**src/rtl/add_subt_norm_ctrl.sv**
```systemverilog
// rtl/add_subt_norm_ctrl.sv - normalization sequencer for the FP add/subtract datapath
// Optional LZA misprediction correction (CHECK/CORRECT states) enabled by LZA_CORRECTION_EN.
module add_subt_norm_ctrl #(
    parameter int SWR = 55,
    parameter int EW  = 11
) (
    input  logic          clk,
    input  logic          rst,
    input  logic          start_i,
    input  logic          add_ovf_i,
    input  logic [EW-1:0] exp_i,
    input  logic [EW-1:0] lza_shift_i,
    input  logic          sig_msb_i,
    output logic          ready_o,
    output logic          load_lza_o,
    output logic          load_shift_o,
    output logic          shift_dir_o,
    output logic [EW-1:0] shift_amt_o,
    output logic [EW-1:0] exp_o,
    output logic          zero_o,
    output logic          underflow_o,
    output logic          overflow_o,
    output logic          done_o
);

    typedef enum logic [2:0] {
        IDLE,
        OVF_SHIFT,
        LZA_LOAD,
        EVAL,
        SHIFT,
`ifdef LZA_CORRECTION_EN
        CHECK,
        CORRECT,
`endif
        DONE
    } state_t;

    localparam logic [EW-1:0] SWR_W   = EW'(SWR);
    localparam logic [EW-1:0] ONE_W   = EW'(1);
    localparam logic [EW-1:0] EXP_MAX = {EW{1'b1}};

    state_t        state_q;
    logic [EW-1:0] exp_q;
    logic          ready_q;
    logic          load_lza_q;
    logic          load_shift_q;
    logic          shift_dir_q;
    logic [EW-1:0] shift_amt_q;
    logic [EW-1:0] exp_o_q;
    logic          zero_q;
    logic          underflow_q;
    logic          overflow_q;
    logic          done_q;

`ifndef LZA_CORRECTION_EN
    logic unused_sig_msb;
    assign unused_sig_msb = sig_msb_i;
`endif

    // All outputs are registered and reflect the state being entered.
    always_ff @(posedge clk) begin
        if (rst) begin
            state_q      <= IDLE;
            exp_q        <= '0;
            ready_q      <= 1'b1;
            load_lza_q   <= 1'b0;
            load_shift_q <= 1'b0;
            shift_dir_q  <= 1'b0;
            shift_amt_q  <= '0;
            exp_o_q      <= '0;
            zero_q       <= 1'b0;
            underflow_q  <= 1'b0;
            overflow_q   <= 1'b0;
            done_q       <= 1'b0;
        end else begin
            load_lza_q   <= 1'b0;
            load_shift_q <= 1'b0;
            done_q       <= 1'b0;
            case (state_q)
                IDLE: begin
                    ready_q <= 1'b1;
                    if (start_i) begin
                        exp_q       <= exp_i;
                        exp_o_q     <= '0;
                        zero_q      <= 1'b0;
                        underflow_q <= 1'b0;
                        overflow_q  <= 1'b0;
                        ready_q     <= 1'b0;
                        if (add_ovf_i) begin
                            state_q      <= OVF_SHIFT;
                            load_shift_q <= 1'b1;
                            shift_dir_q  <= 1'b1;
                            shift_amt_q  <= ONE_W;
                        end else begin
                            state_q    <= LZA_LOAD;
                            load_lza_q <= 1'b1;
                        end
                    end
                end
                OVF_SHIFT: begin
                    // exp_q >= 2^EW-2 would reach or pass the all-ones exponent.
                    if (exp_q >= EXP_MAX - ONE_W) begin
                        exp_o_q    <= EXP_MAX;
                        overflow_q <= 1'b1;
                    end else begin
                        exp_o_q <= exp_q + ONE_W;
                    end
                    state_q <= DONE;
                    done_q  <= 1'b1;
                end
                LZA_LOAD: begin
                    state_q <= EVAL;
                end
                EVAL: begin
                    shift_dir_q <= 1'b0;
                    if (lza_shift_i >= SWR_W) begin
                        zero_q      <= 1'b1;
                        exp_o_q     <= '0;
                        shift_amt_q <= '0;
                        state_q     <= DONE;
                        done_q      <= 1'b1;
                    end else if (lza_shift_i >= exp_q) begin
                        underflow_q  <= 1'b1;
                        shift_amt_q  <= exp_q;
                        exp_o_q      <= '0;
                        state_q      <= SHIFT;
                        load_shift_q <= 1'b1;
                    end else begin
                        shift_amt_q  <= lza_shift_i;
                        exp_o_q      <= exp_q - lza_shift_i;
                        state_q      <= SHIFT;
                        load_shift_q <= 1'b1;
                    end
                end
                SHIFT: begin
`ifdef LZA_CORRECTION_EN
                    if (!underflow_q) begin
                        state_q <= CHECK;
                    end else begin
                        state_q <= DONE;
                        done_q  <= 1'b1;
                    end
`else
                    state_q <= DONE;
                    done_q  <= 1'b1;
`endif
                end
`ifdef LZA_CORRECTION_EN
                CHECK: begin
                    if (sig_msb_i) begin
                        state_q <= DONE;
                        done_q  <= 1'b1;
                    end else if (exp_o_q > ONE_W) begin
                        state_q      <= CORRECT;
                        load_shift_q <= 1'b1;
                        shift_dir_q  <= 1'b0;
                        shift_amt_q  <= ONE_W;
                        exp_o_q      <= exp_o_q - ONE_W;
                    end else begin
                        underflow_q <= 1'b1;
                        state_q     <= DONE;
                        done_q      <= 1'b1;
                    end
                end
                CORRECT: begin
                    state_q <= DONE;
                    done_q  <= 1'b1;
                end
`endif
                DONE: begin
                    state_q <= IDLE;
                    ready_q <= 1'b1;
                end
                default: begin
                    state_q <= IDLE;
                    ready_q <= 1'b1;
                end
            endcase
        end
    end

    assign ready_o      = ready_q;
    assign load_lza_o   = load_lza_q;
    assign load_shift_o = load_shift_q;
    assign shift_dir_o  = shift_dir_q;
    assign shift_amt_o  = shift_amt_q;
    assign exp_o        = exp_o_q;
    assign zero_o       = zero_q;
    assign underflow_o  = underflow_q;
    assign overflow_o   = overflow_q;
    assign done_o       = done_q;

endmodule

```
**config.mk**
```make
export PLATFORM = sky130hd
export DESIGN_NAME = add_subt_norm_ctrl
export DESIGN_NICKNAME = d
export VERILOG_FILES = /design/src/rtl/add_subt_norm_ctrl.sv
export SDC_FILE = /design/constraint.sdc
export NUM_CORES = 1
export LEC_CHECK = 0
export BUFFER_PORTS_ARGS = -buffer_cell sky130_fd_sc_hd__buf_4
export CAP_MARGIN = 10
export CORE_ASPECT_RATIO = 0.7
export CORE_MARGIN = 5
export CORE_UTILIZATION = 49
export CTS_CLUSTER_SIZE = 8
export DETAILED_ROUTE_END_ITERATION = 7
export GPL_ROUTABILITY_DRIVEN = 0
export GPL_TIMING_DRIVEN = 0
export PLACE_DENSITY_LB_ADDON = 0.12
export REMOVE_ABC_BUFFERS = 1
export SLEW_MARGIN = 10
export SYNTH_ARGS = -nofsm -noshare
export SYNTH_HDL_FRONTEND = slang
export SYNTH_SLANG_ARGS = --single-unit
export TNS_END_PERCENT = 1
```
**constraint.sdc**
```tcl
create_clock -name clk -period 2.3 [get_ports clk]
set_input_delay 0.23 -clock clk [delete_from_list [all_inputs] [get_ports clk]]
set_output_delay 0.23 -clock clk [all_outputs]
set_load 0.02 [all_outputs]
```
## Word level (Yosys, flattened, before mapping)

Cells that the tools add are included.

| storage, ports and cells | value |
|---|---|
| flip-flop bits (word level) | 44 |
| input port bits | 27 |
| output and inout bits | 30 |
| word-level logic and storage cells | 76 |

| cells by class | value |
|---|---|
| $add $sub $neg | 2 |
| $lt $le $gt $ge | 3 |
| equality and inequality tests | 10 |
| multiplexer cells | 34 |
| bitwise operators | 2 |
| reduce and logical (&&, ||, !) cells | 13 |

Operators by type and width:

| operator | count |
|---|---|
| $mux 11 | 8 |
| $pmux 11 s3 | 1 |
| $pmux 11 s2 | 1 |
| $mux 1 | 14 |
| $pmux 1 s2 | 7 |
| $ne 2x2->1 const B | 6 |
| $pmux 3 s4 | 1 |
| $add 11x1->11 const B | 1 |
| $ge 11x11->1 | 1 |
| $ge 11x11->1 const B | 1 |
| $ge 11x6->1 const B | 1 |
| $sub 11x11->11 | 1 |
| $reduce_and 3->1 | 3 |
| $eq 3x2->1 const B | 2 |
| $reduce_and 2->1 | 2 |
| $reduce_and 4->1 | 1 |
| $reduce_bool 2->1 | 2 |
| $reduce_or 4->1 | 1 |
| $eq 3x1->1 const B | 1 |
| $eq 3x3->1 const B | 1 |
| $logic_not 3->1 | 1 |
| $mux 3 | 1 |
| $reduce_bool 3->1 | 1 |
| $reduce_or 3->1 | 1 |
| other kinds (3) | 4 |

## Depth between registers and ports, before layout

Gate-level depths: netlist of run 1.

| depth | value |
|---|---|
| depth after elaboration | 4 |
| depth in mapped cells | 10 |
| depth with buffers taken out | 10 |

## Least setup slack after synthesis of run 1

Ideal clock, no wire load.

| timing path | value |
|---|---|
| path kind | register to register |
| start point | reg exp_q[0] |
| end point | reg exp_o_q[10] (netlist: exp_o[10]) |
| library setup time | 0.078 ns |
| arrival time | 2.154 ns |
| required time | 2.222 ns |
| setup slack | 0.068 ns |
| stages on the path, launching flop included | 11 |
| path buffers | 0 |
| period minus slack after synthesis | 2.232 ns |
| cell sequence | dfxtp_1 > inv_1 > ha_1 > inv_1 > fa_1 > a21oi_1 > o211ai_1 > or4_1 > nand4_1 > a221oi_1 > nor3_1 |

| between the ends | value |
|---|---|
| longest elaborated chain between the ends | 4 |
| elaborated cells between the ends (all ways) | 8 |
| those cells by class | add/sub (2); order compare (2); mux (4) |

RTL lines:

| item | line | RTL |
|---|---|---|
| from (decl) | 44 | `logic [EW-1:0] exp_q;` |
| from (signal assigned) | 84 | `exp_q <= exp_i;` |
| $sub 11x11->11 / $ge 11x11->1 (equally long branches) | 131, 123 |  |
| $mux 11 | 123 | `end else if (lza_shift_i >= exp_q) begin` |
| $mux 11 | 117 | `if (lza_shift_i >= SWR_W) begin` |
| $pmux 11 s3 * | 80 | `case (state_q)` |
| to (signal assigned) | 107 | `exp_o_q <= exp_q + ONE_W;` |
| to (signal assigned) | 131 | `exp_o_q <= exp_q - lza_shift_i;` |
| to (decl) | 50 | `logic [EW-1:0] exp_o_q;` |

Mark *: on every way between the ends. The rest lies on a longest branch, timed or not.
A chain may end at the register's enable or synchronous reset.

## Worst setup path after layout of run 1

Ends and elaborated chain as after synthesis.

==> results.yml, run 1 <==
final_layout:
  design_area_um2: 3360
  area_growth_pct: 30.8
  drive_gt1_share_pct: 28.6
  nNetsFinal: 424
  fin_util_pct: 65.0
  antennaDiodeCount: 0
sta:
  rsz0062_at_grt: "yes"
  slew_violations: 0
  fin_crit_ns: 2.29
  max-slew-margin-rel_pct: 39.0
  fmax_ghz: 0.437
  timing.final.crit_share_pct: 99.5
  finalSetupViolCount: 0
  hold_viol: 0
  tightest_slew_ns: 0.912
  fin_skew_ns: 0.00501
  whs_ns: 0.131
synth:
  synth_area_um2: 2570
  synthFlopType: "dfxtp_1"
  synthXorXnorAreaFrac_pct: 4.43
  seq_area_frac_synth_pct: 34.3
  synth_top_area_share_pct: 34.3
  ys_top_cells_by_area: "dfxtp_1, a21oi_1, nand2_1, ha_1, nand3_1"
  synthAdderAreaFrac_pct: 7.10
  synth_top_family_by_area: "simple AND/OR/NAND/NOR gates"
  synthArstFlopShare_pct: 0
  syn_area_per_cell_um2: 7.89
  synth_edf_count: 0
  syn_inst: 326
  ys_warn_count: 0
  synth-compound-area-share_pct: 22.7
  yosys.area_share.simple_pct: 25.5
  synth_cell_type_count: 52
  ys_ff_latch: 44
  synth_top_cell_by_area: "dfxtp_1"
  muxShareOfSynthArea_pct: 0.779
routing:
  drtIter0Drc: 177
  wire_per_inst_um: 16.6
  routed-via-count: 2598
  route.detailed.drc: 0
  antenna_left: 0
  viasPerCell: 5.70
  dr.pass1.iters: 4
  routed_wl_um: 7580
floorplan:
  start_util_pct: 49.7
  die_h_um: 70.6
  rows: 22
  dieWidth_um: 96.6
  coreArea_um2: 5170
  die_area_um2: 6820
  io_pins: 57
clocking:
  clock-sinks: 44
  postCtsHoldBufs: 0
  path_clk_slew_ns: 0.08
  root_buffer: "clkbuf_8"
  clockBufferDepth: 2
  cts_buffers: 5
  htreeDepth: 2
  cts_tree: "done"
  insertion_delay_ns: 0.30
worst_setup_path:
  path_class: "flip-flop to flip-flop"
  r2r_slack_ns: 0.01
  cp-end-kind: "flip-flop"
  max_stage_delay_ns: 0.36
  cp_slowest_cell: "dfxtp_4"
  cp-start-kind: "flip-flop"
  cp_max_fo: 3
  crit_required_ns: 2.47
  cp.arrival_ns: 2.46
  crit_path_cell_trace: "inv_4 > ha_4 > inv_2 > fa_2 > a21oi_2 > o211ai_1 > buf_4 > a31oi_1 > nand4_1 > a221oi_2 > nor3_1"
  crit_buf_inv: 3
  crit_family: "compound AO/OA/AOI/OAI gates"
global_routing:
  antenna_found_initial: 0
  grt_max_degree: 38
  gr-total-overflow: 0
  grt_pass1_wl_um: 11500
  grt_pass1_vias: 2345
  grt_usage_pct: 21.5
status:
  run_status: "complete, no violations"
power:
  power.leakage_nw: 1.37
  peakVddDrop_uv: 321
  powerDensity_nw_per_um2: 603
placed_design:
  place_area_um2: 3000
  port_buffers: 55
  dpl.hpwl_um: 5240
hold_path:
  worstHoldPathType: "input port to flip-flop"
flow_run:
  maxCapViolations: 0
## sequential cells by signal, indices dropped and copies added, names as in the netlist
register / flops
exp_o: 11
exp_q: 11
load_lza_o: 1
shift_dir_o: 1
ready_o: 1
zero_o: 1
underflow_o: 1
overflow_o: 1
state_q: 3
done_o: 1
shift_amt_o: 11
load_shift_o: 1
## Yosys cell counts, drive strengths merged (4+ instances only)
cell type / instances
a32o: 5
a211oi: 4
xnor2: 7
ha: 13
nor2b: 5
nand4: 4
nor2: 29
nand2b: 5
a21oi: 36
dfxtp: 44
a221oi: 9
nand2: 45
a21o: 5
inv: 17
clkbuf: 12
o21ai: 5
or4: 5
nand3: 28
xor2: 6
nor3: 7
## cell families after synthesis
logic type,Yosys count
DFF,44
muxes,2
xor gates and xnor gates,13
buffers and inverters,32
AOI/OAI and AO/OA,83
and+or+nand+nor,138
adders and majority gates,14
## stage by stage
| step | TNS [ns] | total power [mW] | worst slack, ns | instances |
|---|---|---|---|---|
| 6_report | 0 | 2.03 | 0.0124 | 456 |
| 5_1_grt | -0.0380 | 2.12 | -0.0380 | 456 |
| 4_1_cts | -0.000510 | 1.99 | -0.000510 | 454 |
| 3_5_place_dp | -3.71 | 1.37 | -0.256 | 438 |
| 3_3_place_gp | -3.02 | 1.36 | -0.250 | 438 |
| 2_1_floorplan | 0 | 1.19 | 0.0608 | 311 |
## final timing paths
kind	from	end	cells after the start
worst max-delay path	exp_q[0]$_SDFFE_PP0P_	exp_o[10]$_SDFFE_PP0P_	11
worst max register to register	exp_q[0]$_SDFFE_PP0P_	exp_o[10]$_SDFFE_PP0P_	11
worst min register to register	shift_amt_o[2]$_SDFFE_PP0P_	shift_amt_o[2]$_SDFFE_PP0P_	2
worst min-delay path	add_ovf_i	load_lza_o$_SDFF_PP0_	2
## final cells by class
class                   instances  area [um^2]
repair buffers                 65          500
fillers                       494         1810
inverters                      17         66.3
clock buffers                   6         72.6
multi-input cells             250         1710
clock inverters                 2         35.0
well taps                      72         90.1
flip-flops and latches         44          888
## layout by cell type (no fill, tap or decap), types with 3 or more instances in the layout
master	netlist	routed
buf_4	1	64
nand2_1	44	44
dfxtp_1	44	40
a21oi_1	36	33
nor2_1	28	28
nand3_1	28	27
inv_1	17	15
a221oi_1	9	8
xnor2_1	7	7
nor3_1	7	6
xor2_1	6	6
ha_4	0	6
ha_1	13	6
nor2b_1	5	5
nand2b_1	5	5
a32o_1	5	5
clkbuf_8	1	5
nand4_1	4	4
o21ai_0	4	4
a21o_1	5	3
or4_1	4	3
a31oi_1	3	3
dfxtp_2	0	3
## timing repair
action                                  CTS  global route
pin swaps                                13             9
setup buffers                             8             2
endpoints found under the hold margin     0             0
resized for setup                        19            15
endpoints found under the setup margin   23            21
## layer usage
metal,share of wire [%],GRT usage (%),up-vias
met4,0.86,4.35,0
li1,-,-,1280
met1,47,31.1,1222
met5,0,0,-
met3,7.5,5.31,6
met2,45,32.6,90
## report_power, final
| part | leakage (nW) | internal (mW) | switching (mW) |
|---|---|---|---|
| combinational | 0.954 | 0.243 | 0.323 |
| sequential | 0.360 | 0.806 | 0.0663 |
| clock | 0.0552 | 0.323 | 0.268 |
## worst register-to-register path, cell delays in order, from the launching register on
cell      delay, ns
dfxtp_4        0.36
inv_4          0.06
ha_4           0.12
inv_2          0.03
fa_2           0.36
a21oi_2        0.17
o211ai_1       0.21
buf_4          0.20
a31oi_1        0.16
nand4_1        0.16
a221oi_2       0.25
nor3_1         0.08
No activity file was read; power rests on OpenSTA's default activity.
==> run 2: changes to the inputs <==
- CORE_MARGIN: 5 -> 2
- CORE_UTILIZATION: 49 -> 50
- SETUP_SLACK_MARGIN: not set -> 0.1
- clock period: 2.3 -> 2.9 ns (I/O delays scaled with it)
==> run 2 against run 1 <==
Effect of this change: clock power decreased by 21%; critical path depth down 1; sequential power decreased by 21%; global-route usage grew 2.8 points; die area is 16% lower; non-clock buffer count is 9 lower; combinational power shrank 30%; sequential share of layout area up 1.8 points; worst setup slack better by 0.32 ns; critical path type unchanged.
==> results.yml, run 2 (synthesis gave the netlist of run 1 again) <==
status:
  run_status: "complete, no violations"
global_routing:
  grt_pass1_wl_um: 11100
  gr-total-overflow: 0
  antenna_found_initial: 0
  grt_usage_pct: 24.3
  grt_pass1_vias: 2283
  grt_max_degree: 38
floorplan:
  die_area_um2: 5740
  die_h_um: 64.0
  coreArea_um2: 4860
  rows: 21
  io_pins: 57
  dieWidth_um: 89.7
  start_util_pct: 52.9
routing:
  viasPerCell: 5.76
  drtIter0Drc: 120
  routed-via-count: 2557
  wire_per_inst_um: 15.9
  antenna_left: 0
  routed_wl_um: 7070
  dr.pass1.iters: 4
  route.detailed.drc: 0
final_layout:
  drive_gt1_share_pct: 20.3
  area_growth_pct: 21.3
  layout_common_cells: "buf_4, nand2_1, dfxtp_1"
  antennaDiodeCount: 0
  layout_commonest_cell: "buf_4"
  nFillCells: 450
  seq_area_um2: 881
  multi_input_area_um2: 1560
  nNetsFinal: 415
placed_design:
  post-place-ws_ns: 0.309
  dpl.hpwl_um: 5100
  port_buffers: 55
sta:
  timing.final.crit_share_pct: 88.6
  whs_ns: 0.197
  finalSetupViolCount: 0
  hold_viol: 0
  max-slew-margin-rel_pct: 47.2
  finalSetupTns_ns: 0
  fin_skew_ns: 0.00649
  slew_violations: 0
  rsz0062_at_grt: "no"
  fmax_ghz: 0.389
  final.setup.worst_slack_ns: 0.331
  tightest_slew_ns: 0.792
  fin_crit_ns: 2.57
clocking:
  clock-sinks: 44
  path_clk_slew_ns: 0.09
  clockBufferDepth: 2
  root_buffer: "clkbuf_8"
  cts_buffers: 5
  insertion_delay_ns: 0.29
  htreeDepth: 2
  cts_tree: "done"
worst_setup_path:
  crit_path_end: "exp_o[10]$_SDFFE_PP0P_"
  crit_buf_inv: 2
  crit_family: "simple AND/OR/NAND/NOR gates"
  startpoint: "exp_q[0]$_SDFFE_PP0P_"
  cp.arrival_ns: 2.79
  r2r_end: "exp_o[10]$_SDFFE_PP0P_"
  cp-start-kind: "flip-flop"
  path_class: "flip-flop to flip-flop"
  cp-end-kind: "flip-flop"
  r2r_cells: 10
  crit_required_ns: 3.12
  rr_startpoint: "exp_q[0]$_SDFFE_PP0P_"
  crit_path_cell_trace: "inv_1 > ha_1 > inv_1 > fa_1 > a21oi_1 > o211ai_1 > or4_1 > nand4_1 > a221oi_1 > nor3_1"
  cp_slowest_cell: "or4_1"
  max_stage_delay_ns: 0.56
  worst-path-stages: 10
  cp_common_cell: "inv_1"
  r2r_slack_ns: 0.33
  cp_max_fo: 7
power:
  power.leakage_nw: 1.30
  powerDensity_nw_per_um2: 498
  peakVddDrop_uv: 332
hold_path:
  worstHoldPathType: "input port to flip-flop"
flow_run:
  maxCapViolations: 0
run 2: routing by layer:
| layer | part of all wire, % | GRT usage, % |
|---|---|---|
| met5 | 0 | 0 |
| met4 | 0.35 | 5.00 |
| met2 | 45 | 39.2 |
| met3 | 8.0 | 4.83 |
| met1 | 47 | 34.1 |
run 2: power breakdown:
group,switching (mW),leakage [nW],internal (mW)
combinational,0.237,0.891,0.159
clock,0.213,0.0552,0.256
sequential,0.0495,0.358,0.638
run 2: what timing repair did:
| item | 4_1_cts | 5_1_grt |
|---|---|---|
| setup buffers | 0 | 1 |
| endpoints found under the setup margin | 0 | 4 |
| resized for setup | 0 | 1 |
| hold buffers | 0 | 0 |
run 2: worst min path at each step:
stage	from	to	slack, ns	depth (start not counted)
finish	add_ovf_i	load_lza_o$_SDFF_PP0_	0.20	2
global route	add_ovf_i	load_lza_o$_SDFF_PP0_	0.19	2
CTS	add_ovf_i	load_lza_o$_SDFF_PP0_	0.19	2
detailed placement	shift_amt_o[8]$_SDFFE_PP0P_	shift_amt_o[8]$_SDFFE_PP0P_	0.46	1
global placement	shift_amt_o[1]$_SDFFE_PP0P_	shift_amt_o[1]$_SDFFE_PP0P_	0.45	2
floorplan	rst	done_o$_SDFF_PP0_	0.36	1
run 2: metrics by stage:
stage	utilization, %	instances	cell area (um^2)	power (mW)
after detailed placement	61.7	435	3000	1.09
after global placement	61.7	435	3000	1.08
after CTS	63.9	443	3110	1.55
final	64.2	444	3120	1.55
after floorplan	-	311	2500	0.944
after global routing	64.2	444	3120	1.64
run 2: final cells by class:
| type | instances | share of cell area (%) |
|---|---|---|
| Clock buffer | 6 | 2.33 |
| Clock inverter | 2 | 1.12 |
| Inverter | 17 | 2.05 |
| Multi-Input combinational cell | 250 | 50.0 |
| Sequential cell | 44 | 28.2 |
| Tap cell | 69 | 2.77 |
| Timing Repair Buffer | 56 | 13.5 |
